$ cat config.mk
export PLATFORM = sky130hd
export DESIGN_NAME = canny_hysteresis
export DESIGN_NICKNAME = d
export VERILOG_FILES = /design/src/rtl/canny_hysteresis.sv
export SDC_FILE = /design/constraint.sdc
export NUM_CORES = 2
export LEC_CHECK = 0
export ABC_AREA = 0
export BUFFER_PORTS_ARGS = -buffer_cell sky130_fd_sc_hd__buf_2
export CORE_UTILIZATION = 57
export CTS_BUF_LIST = sky130_fd_sc_hd__clkbuf_4
export DETAILED_ROUTE_END_ITERATION = 10
export MAX_ROUTING_LAYER = met4
export PLACE_DENSITY_LB_ADDON = 0.1
export SLEW_MARGIN = 20
export SYNTH_ARGS = -nofsm -noshare
export SYNTH_HDL_FRONTEND = slang
export SYNTH_SLANG_ARGS = --single-unit
$ cat constraint.sdc
create_clock -name clk -period 15.9 [get_ports clk]
set_input_delay 0.795 -clock clk [delete_from_list [all_inputs] [get_ports clk]]
set_output_delay 0.795 -clock clk [all_outputs]
set_load 0.05 [all_outputs]
$ cat src/rtl/canny_hysteresis.sv
// canny_hysteresis: double threshold plus single-pass 3x3 hysteresis on the NMS stream, 3-clk latency.
// Define HYST_EDGE_CNT_EN to add the per-frame edge counter outputs (edge_cnt / edge_cnt_vld).
module canny_hysteresis #(
  parameter int   IMG_W     = 640,
  parameter int   TH_LOW    = 40,
  parameter int   TH_HIGH   = 100,
  parameter logic VS_ACTIVE = 1'b1
) (
  input  logic        clk,
  input  logic        rst_n,
  input  logic [7:0]  NMS_data,
  input  logic        NMS_hs,
  input  logic        NMS_vs,
  input  logic        NMS_de,
  output logic [7:0]  edge_data,
  output logic        edge_hs,
  output logic        edge_vs,
  output logic        edge_de
`ifdef HYST_EDGE_CNT_EN
  ,
  output logic [31:0] edge_cnt,
  output logic        edge_cnt_vld
`endif
);

  localparam int            CW      = (IMG_W > 1) ? $clog2(IMG_W) : 1;
  localparam int            RW      = 16;
  localparam logic [CW-1:0] COL_MAX = CW'(IMG_W - 1);
  localparam logic [8:0]    TH_LO9  = 9'(TH_LOW);
  localparam logic [8:0]    TH_HI9  = 9'(TH_HIGH);

  typedef enum logic [1:0] {
    C_NONE   = 2'd0,
    C_WEAK   = 2'd1,
    C_STRONG = 2'd2
  } code_t;

  // Stage 0: classification
  code_t code_d, code0_q;
  logic  de0_q, hs0_q, vs0_q;

  always_comb begin
    code_d = C_NONE;
    if (NMS_de) begin
      if ({1'b0, NMS_data} >= TH_HI9) begin
        code_d = C_STRONG;
      end else if ({1'b0, NMS_data} >= TH_LO9) begin
        code_d = C_WEAK;
      end
    end
  end

  always_ff @(posedge clk or negedge rst_n) begin
    if (!rst_n) begin
      code0_q <= C_NONE;
      de0_q   <= 1'b0;
      hs0_q   <= 1'b0;
      vs0_q   <= 1'b0;
    end else begin
      code0_q <= code_d;
      de0_q   <= NMS_de;
      hs0_q   <= NMS_hs;
      vs0_q   <= NMS_vs;
    end
  end

  // Stage 1: line buffers, counters and the 3x3 window
  code_t         lb1 [IMG_W];
  code_t         lb2 [IMG_W];
  code_t         lb1_rd, lb2_rd, up1, up2;
  code_t         win_q [3][3];
  code_t         win_d [3][3];
  logic [CW-1:0] col_cnt_q, col_cnt_d;
  logic [RW-1:0] row_cnt_q, row_cnt_d;
  logic          de1_q, hs1_q, vs1_q;
  logic          fs0, de_fall, first_col;

  always_comb begin
    fs0       = (vs0_q == VS_ACTIVE) && (vs1_q != VS_ACTIVE);
    de_fall   = de1_q && !de0_q;
    first_col = (col_cnt_q == '0);

    col_cnt_d = col_cnt_q;
    if (de_fall) begin
      col_cnt_d = '0;
    end else if (de0_q && (col_cnt_q != COL_MAX)) begin
      col_cnt_d = col_cnt_q + CW'(1);
    end

    row_cnt_d = row_cnt_q;
    if (fs0) begin
      row_cnt_d = '0;
    end else if (de_fall && (row_cnt_q != '1)) begin
      row_cnt_d = row_cnt_q + RW'(1);
    end

    // A frame start coinciding with a pixel makes that pixel row 0, so mask with fs0 as well.
    lb1_rd = lb1[col_cnt_q];
    lb2_rd = lb2[col_cnt_q];
    up1    = (fs0 || (row_cnt_q == '0))     ? C_NONE : lb1_rd;
    up2    = (fs0 || (row_cnt_q < RW'(2)))  ? C_NONE : lb2_rd;
  end

  always_comb begin
    win_d = win_q;
    if (de0_q) begin
      for (int unsigned r = 0; r < 3; r++) begin
        win_d[r][0] = first_col ? C_NONE : win_q[r][1];
        win_d[r][1] = first_col ? C_NONE : win_q[r][2];
      end
      win_d[0][2] = up2;
      win_d[1][2] = up1;
      win_d[2][2] = code0_q;
    end
  end

  always_ff @(posedge clk) begin
    if (de0_q) begin
      lb1[col_cnt_q] <= code0_q;
      lb2[col_cnt_q] <= lb1_rd;
    end
  end

  always_ff @(posedge clk or negedge rst_n) begin
    if (!rst_n) begin
      col_cnt_q <= '0;
      row_cnt_q <= '0;
      de1_q     <= 1'b0;
      hs1_q     <= 1'b0;
      vs1_q     <= 1'b0;
      for (int unsigned r = 0; r < 3; r++) begin
        for (int unsigned c = 0; c < 3; c++) begin
          win_q[r][c] <= C_NONE;
        end
      end
    end else begin
      col_cnt_q <= col_cnt_d;
      row_cnt_q <= row_cnt_d;
      de1_q     <= de0_q;
      hs1_q     <= hs0_q;
      vs1_q     <= vs0_q;
      win_q     <= win_d;
    end
  end

  // Stage 2: hysteresis decision on the window centre
  logic       nb_strong, is_edge;
  logic [7:0] edge_data_d;

  always_comb begin
    nb_strong = 1'b0;
    for (int unsigned r = 0; r < 3; r++) begin
      for (int unsigned c = 0; c < 3; c++) begin
        if (!((r == 1) && (c == 1)) && (win_q[r][c] == C_STRONG)) begin
          nb_strong = 1'b1;
        end
      end
    end
    is_edge     = (win_q[1][1] == C_STRONG) || ((win_q[1][1] == C_WEAK) && nb_strong);
    edge_data_d = (de1_q && is_edge) ? 8'hFF : 8'h00;
  end

  always_ff @(posedge clk or negedge rst_n) begin
    if (!rst_n) begin
      edge_data <= '0;
      edge_hs   <= 1'b0;
      edge_vs   <= 1'b0;
      edge_de   <= 1'b0;
    end else begin
      edge_data <= edge_data_d;
      edge_hs   <= hs1_q;
      edge_vs   <= vs1_q;
      edge_de   <= de1_q;
    end
  end

`ifdef HYST_EDGE_CNT_EN
  logic [31:0] ecnt_q;
  logic        evs_d1_q, ofs, hit;

  always_comb begin
    ofs = (edge_vs == VS_ACTIVE) && (evs_d1_q != VS_ACTIVE);
    hit = edge_de && (edge_data == 8'hFF);
  end

  // An edge pixel arriving with the frame start belongs to the new frame.
  always_ff @(posedge clk or negedge rst_n) begin
    if (!rst_n) begin
      ecnt_q       <= '0;
      evs_d1_q     <= 1'b0;
      edge_cnt     <= '0;
      edge_cnt_vld <= 1'b0;
    end else begin
      evs_d1_q     <= edge_vs;
      edge_cnt_vld <= ofs;
      if (ofs) begin
        edge_cnt <= ecnt_q;
        ecnt_q   <= hit ? 32'd1 : 32'd0;
      end else if (hit) begin
        ecnt_q <= ecnt_q + 32'd1;
      end
    end
  end
`endif

endmodule

# Yosys cells after proc, flatten, opt, wreduce, memory -nomap -nowiden

Memories as Yosys holds them, arrays and structs flattened.
Cells that the tools add are included.
W data, S select, Z words.

$add $sub $neg: 2
Multipliers: 0
Divide/modulo/power cells: 0
$lt $le $gt $ge: 3
Equality and inequality tests: 12
Shift operators: 0
Multiplexer cells: 26
Bitwise gates (word level): 1
Reduce and logical (&&, ||, !) cells: 14

Operators with widths:

| kind                    | number |
|---|---|
| $mux W16                | 2 |
| $mux W10                | 2 |
| $mux W2                 | 10 |
| $eq A2 B2 Y1 const B    | 9 |
| $add A16 B1 Y16 const B | 1 |
| $logic_not A16 Y1       | 1 |
| $lt A16 B2 Y1 const B   | 1 |
| $ne A16 B16 Y1 const B  | 1 |
| $mux W1                 | 11 |
| $add A10 B1 Y10 const B | 1 |
| $logic_not A10 Y1       | 1 |
| $ne A10 B10 Y1 const B  | 1 |
| $ge A8 B6 Y1 const B    | 1 |
| $ge A8 B7 Y1 const B    | 1 |
| $mux W8                 | 1 |
| $logic_and A1 B1 Y1     | 6 |
| $reduce_bool A2 Y1      | 2 |
| $logic_or A1 B1 Y1      | 3 |
| $eq A2 B1 Y1 const B    | 1 |
| $logic_not A1 Y1        | 1 |
| $not A1 Y1              | 1 |

Flip-flop bits (word level): 63
Bits in latches: 0
RAM bits: 2,560
Bits in read-only memories: 0
Input port bits: 13
Output and inout port bits: 11
Word-level logic and storage cells: 82
Memories kept: 2

Memories:

| memory | words | bits a word | read ports | clocked after memory_dff | write ports | RTL line | source |
|---|---|---|---|---|---|---|---|
| lb1    | 640   | 2           | 1          | 0                        | 1           | 68       | `code_t lb1 [IMG_W];` |
| lb2    | 640   | 2           | 1          | 0                        | 1           | 69       | `code_t lb2 [IMG_W];` |

# Longest topological paths before layout

Depth after elaboration: 13
Depth in mapped cells: 15
Gate-level depth less buffers: 9

# Least setup slack after synthesis

Ideal clock, no wire load.

Path type: register to register
Start: register col_cnt_q[0]
End: memory lb2[0][0] (netlist bit), data pin
Setup time: 1.749 ns
Arrival time: 9.757 ns
Data required time: 14.151 ns
Setup slack: 4.394 ns
Stages on the path, launching flop included: 14
Path buffers: 5
Period minus slack after synthesis: 11.506 ns
Path through: dfrtp_1 buf_6 or4b_4 buf_2 buf_4 buf_2 buf_2 o22ai_1 nor4_1 nand3_1 nand4_1 nand2_1 a31oi_1 nand2_1

Cells in the longest elaborated chain, start to end: 1

Ends and longest elaborated chain:

| what                     | RTL line | source |
|---|---|---|
| start: declaration       | 73       | `logic [CW-1:0] col_cnt_q, col_cnt_d;` |
| start signal: assignment | 137      | `col_cnt_q <= col_cnt_d;` |
| $mem_v2 Z640 W2          | --       |  |
| net lb1_rd[0]            | 70       | `code_t lb1_rd, lb2_rd, up1, up2;` |
| end: declaration         | 69       |  |

The timed path passes the listed nets, and every way through them passes these cells.

# Final worst setup path

Start: register col_cnt_q[1]
End: memory lb2[351][0] (netlist bit), data pin

The elaborated chain is that of the path after synthesis.

==> qor.csv <==
stage,metric,value,unit
yosys,predominant post-synthesis flop cell,edfxtp_1,
routing,per-cell routed wire length,31.82,um
setup_path,slowest CP cell,dfrtp_4,
power_and_ir_drop,net switching power,0.004966,W
yosys,Syn Nets,6123,
layout,filler cell count,13140,
power_and_ir_drop,leak pwr,36.49,nW
power_and_ir_drop,clock network fraction of design power,32.2,%
sta,achievable frequency,120.8,MHz
yosys,Yosys reg bits,2616,
yosys,synthesized area per cell,16.97,um^2
yosys,post-synthesis sequential area ratio,75.56,%
yosys,"area leader, netlist",edfxtp_1,
yosys,"FFs w/ async S/R, synth",2.141,%
setup_path,Critical Path Most Common Cell,buf_12,
global_routing,initial antenna violation count,18,
sta,Worst Tran Pin Value,1245,ps
yosys,Post-synth EDFFs,2560,
setup_path,worst path arrival time,9220,ps
clocking,root buf cell,clkbuf_4,
sta,Final Hold Viols,0,
power_and_ir_drop,PD cells,149.7,nW/um^2
yosys,Post-synth top cells,"2560 x edfxtp_1, 1123 x mux2i_1, 742 x nor2_1, 520 x o22ai_1, 149 x clkbuf_1",
sta,Final Critical Period,8279,ps
clocking,postcts setup bufs,0,
yosys,post-synthesis cell area,103600,um^2
yosys,cell with the most instances after synthesis,edfxtp_1,
power_and_ir_drop,VDD IR-drop max,0.2025,mV
setup_path,crit-path cells,buf_12 > buf_12 > buf_12 > mux2i_1 > o22ai_1 > nor4_1 > nand3_1 > nand2_1 > o22ai_1 > nor4_1 > buf_4 > nand2_4 > buf_4 > buf_12 > buf_12,
setup_path,R2R Path Start,col_cnt_q[1]$_DFFE_PN0P_,
routing,Via density,6.438,
power_and_ir_drop,Int Pwr,0.01211,W
global_routing,via count of the first global-routing pass,59730,
layout,# nets final,6573,
power_and_ir_drop,power share of the combinational group,18.6,%
sta,WHS,49.55,ps
yosys,top post-synthesis cells by area,"edfxtp_1 74%, mux2i_1 11%, o22ai_1 3.1%",
setup_path,CP Buf/Inv Count,7,
sta,Setup TNS,0,ps
clocking,later-pin clock latency in the skew report,1480,ps
routing,DR pass1 iterations,5,
clocking,Worst-path clk slew,80,ps
worst_hold_path,Worst Hold Class,input pin to async pin,
sta,max_slew headroom,16.27,%
placed_design,global placer's final weighted congestion,0.8788,
clocking,hold-fix buffers at CTS,12,
floorplan,CORE AREA,180500,um^2
routing,remaining routing DRC violations,0,
floorplan,die span in y,428.3,um
clocking,CTS sink count,2616,
placed_design,port bufs,21,
power_and_ir_drop,Flop pwr share,49.3,%
setup_path,Startpoint Class,register,
global_routing,first-pass GRT wire length,422.1,mm
setup_path,critical path type,register to register,
floorplan,Die ar.,183500,um^2
placed_design,hpwl dp,167.1,mm
setup_path,Crit. End Element,register,
sta,Setup Viol. Count Final,0,
layout,share of cells above drive strength 1,18.87,%
run,MaxCap Viol Count,0,
setup_path,Crit path required time,16840,ps
routing,DR vias,60460,
routing,WL final,298.8,mm
routing,initial drt markers,7383,
clocking,CTS tree,yes,
yosys,Yosys Warn Count,0,
floorplan,Die W,428.3,um
yosys,Yosys cell types,70,
routing,Post-DRT Antenna Nets,1,
clocking,post-CTS resize count,0,
floorplan,I/O Pins,24,
sta,Setup Skew,94.13,ps
clocking,H-tree levels,6,
global_routing,pin count of the biggest net entering global routing,235,
setup_path,CP Max Fanout,227,
clocking,TritonCTS Buffers,670,
setup_path,slowest cell delay on critical path,900,ps
floorplan,row count,156,
sta,Tcrit/Tclk final,52.07,%
yosys,Post-Syn Instances,6104,
power_and_ir_drop,Pwr Total,0.01707,W
status,failing checks,antenna violations,
setup_path,"CP delay by family, top",buffers and inverters,
global_routing,GRT Overall Usage,33.32,%
layout,area grow syn2layout,10.12,%
global_routing,GRT Residual Overflow,0,
power_and_ir_drop,Sw Ratio,29.09,%
sta,max-slew violations,0,
yosys,Synth top area share,74.20,%
sta,RSZ-0062 raised after global routing,no,
floorplan,effective utilization at floorplan,57.38,%
status,status,"complete, but fails checks",
clocking,clock buffer depth,4,
setup_path,crit path launch,col_cnt_q[1]$_DFFE_PN0P_,
## worst min-delay path, delay by kind of cell
| family | cells | cell delay (ps) |
|---|---|---|
| buf+inv | 3 | 1200 |
## flip-flops by register name, indices dropped and copies added (netlist names), 2 cells and up
register	cells
code0_q	2
lb1	1280
row_cnt_q	16
lb2	1280
win_q	18
col_cnt_q	10
## power groups by stage
stage          clock (W)  sequential [W]  combinational [W]
2_1_floorplan          0         0.00891            0.00206
3_3_place_gp           0         0.00855            0.00309
3_5_place_dp           0         0.00856            0.00313
4_1_cts          0.00556         0.00841            0.00313
5_1_grt          0.00590         0.00841            0.00330
6_report         0.00549         0.00841            0.00317
## logic make-up after synthesis
kind of cell	count (synthesis)	synth area share [%]
XOR/XNOR	16	0.1353
flip-flops	2616	75.56
AO/OA/AOI/OAI	683	4.261
multiplexers	1213	12.73
buffers and inverters	430	2.396
AND/OR/NAND/NOR	1140	4.844
adder cells (fa/ha/maj)	6	0.07246
## layout by cell type (no fill, tap or decap), types with 8 or more instances in the layout
cell           instances
a22o_1                10
o211ai_1               9
o2111ai_1             10
and2_1                 8
clkinv_1             129
nand2_1               81
nand2_4               10
buf_12                18
nor2_1               742
buf_4                135
a31oi_1               18
nor2b_1               10
nand3_1               50
clkbuf_4             952
buf_2                 21
nand2_2               23
inv_2                 15
nor3_1                30
clkinv_2              14
mux4_2                82
inv_1                 22
nor4_1               115
dlygate4sd3_1         12
nand4_1               15
o21ai_0               38
edfxtp_1            2560
diode_2               22
xor2_1                10
a211oi_1              16
dfrtp_1               48
mux2i_1             1123
a21oi_1               14
o22ai_1              520
or4_1                  9
## metrics by stage
| step | setup WS [ps] | utilization (%) | cells | cell area, um^2 |
|---|---|---|---|---|
| 4_1_cts | 8015 | 63.14 | 9368 | 114000 |
| 6_report | 7621 | 63.18 | 9391 | 114100 |
| 3_3_place_gp | 8075 | 58.67 | 8239 | 105900 |
| 3_5_place_dp | 8069 | 58.67 | 8239 | 105900 |
| 5_1_grt | 7578 | 63.17 | 9382 | 114100 |
| 2_1_floorplan | 4394 | - | 6104 | 103600 |
## layer usage
metal	share of wire, %	GRT usage, %	vias up
met5	0	-	-
met4	4.0	13.56	0
met3	11	7.823	657
met2	47	49.77	3565
met1	39	44.42	30770
li1	-	-	25470
## path summary, 6_finish.rpt
check	end	slack (ps)	cells after the start
setup / recovery	lb2[351][0]$_DFFE_PP_	7620	15
hold / removal	vs0_q$_DFF_PN0_	50	3
setup reg to reg	lb2[351][0]$_DFFE_PP_	7620	15
hold reg to reg	hs1_q$_DFF_PN0_	350	0
max in group asynchronous	col_cnt_q[4]$_DFFE_PN0P_	15250	3
min in group clk	code0_q[1]$_DFF_PN0_	110	3
## cell type report
class | instances | area [um^2] | share of cell area, %
multi-input cells | 3058 | 23130 | 20.27
well taps | 2370 | 2965 | 2.599
clock inverters | 165 | 798.3 | 0.6998
repair buffers | 186 | 1599 | 1.402
flip-flops and latches | 2616 | 78300 | 68.64
clock buffers | 952 | 7147 | 6.265
diodes | 22 | 55.05 | 0.04826
inverters | 22 | 82.58 | 0.07239
Note: power is estimated with default switching activity, not from simulation.
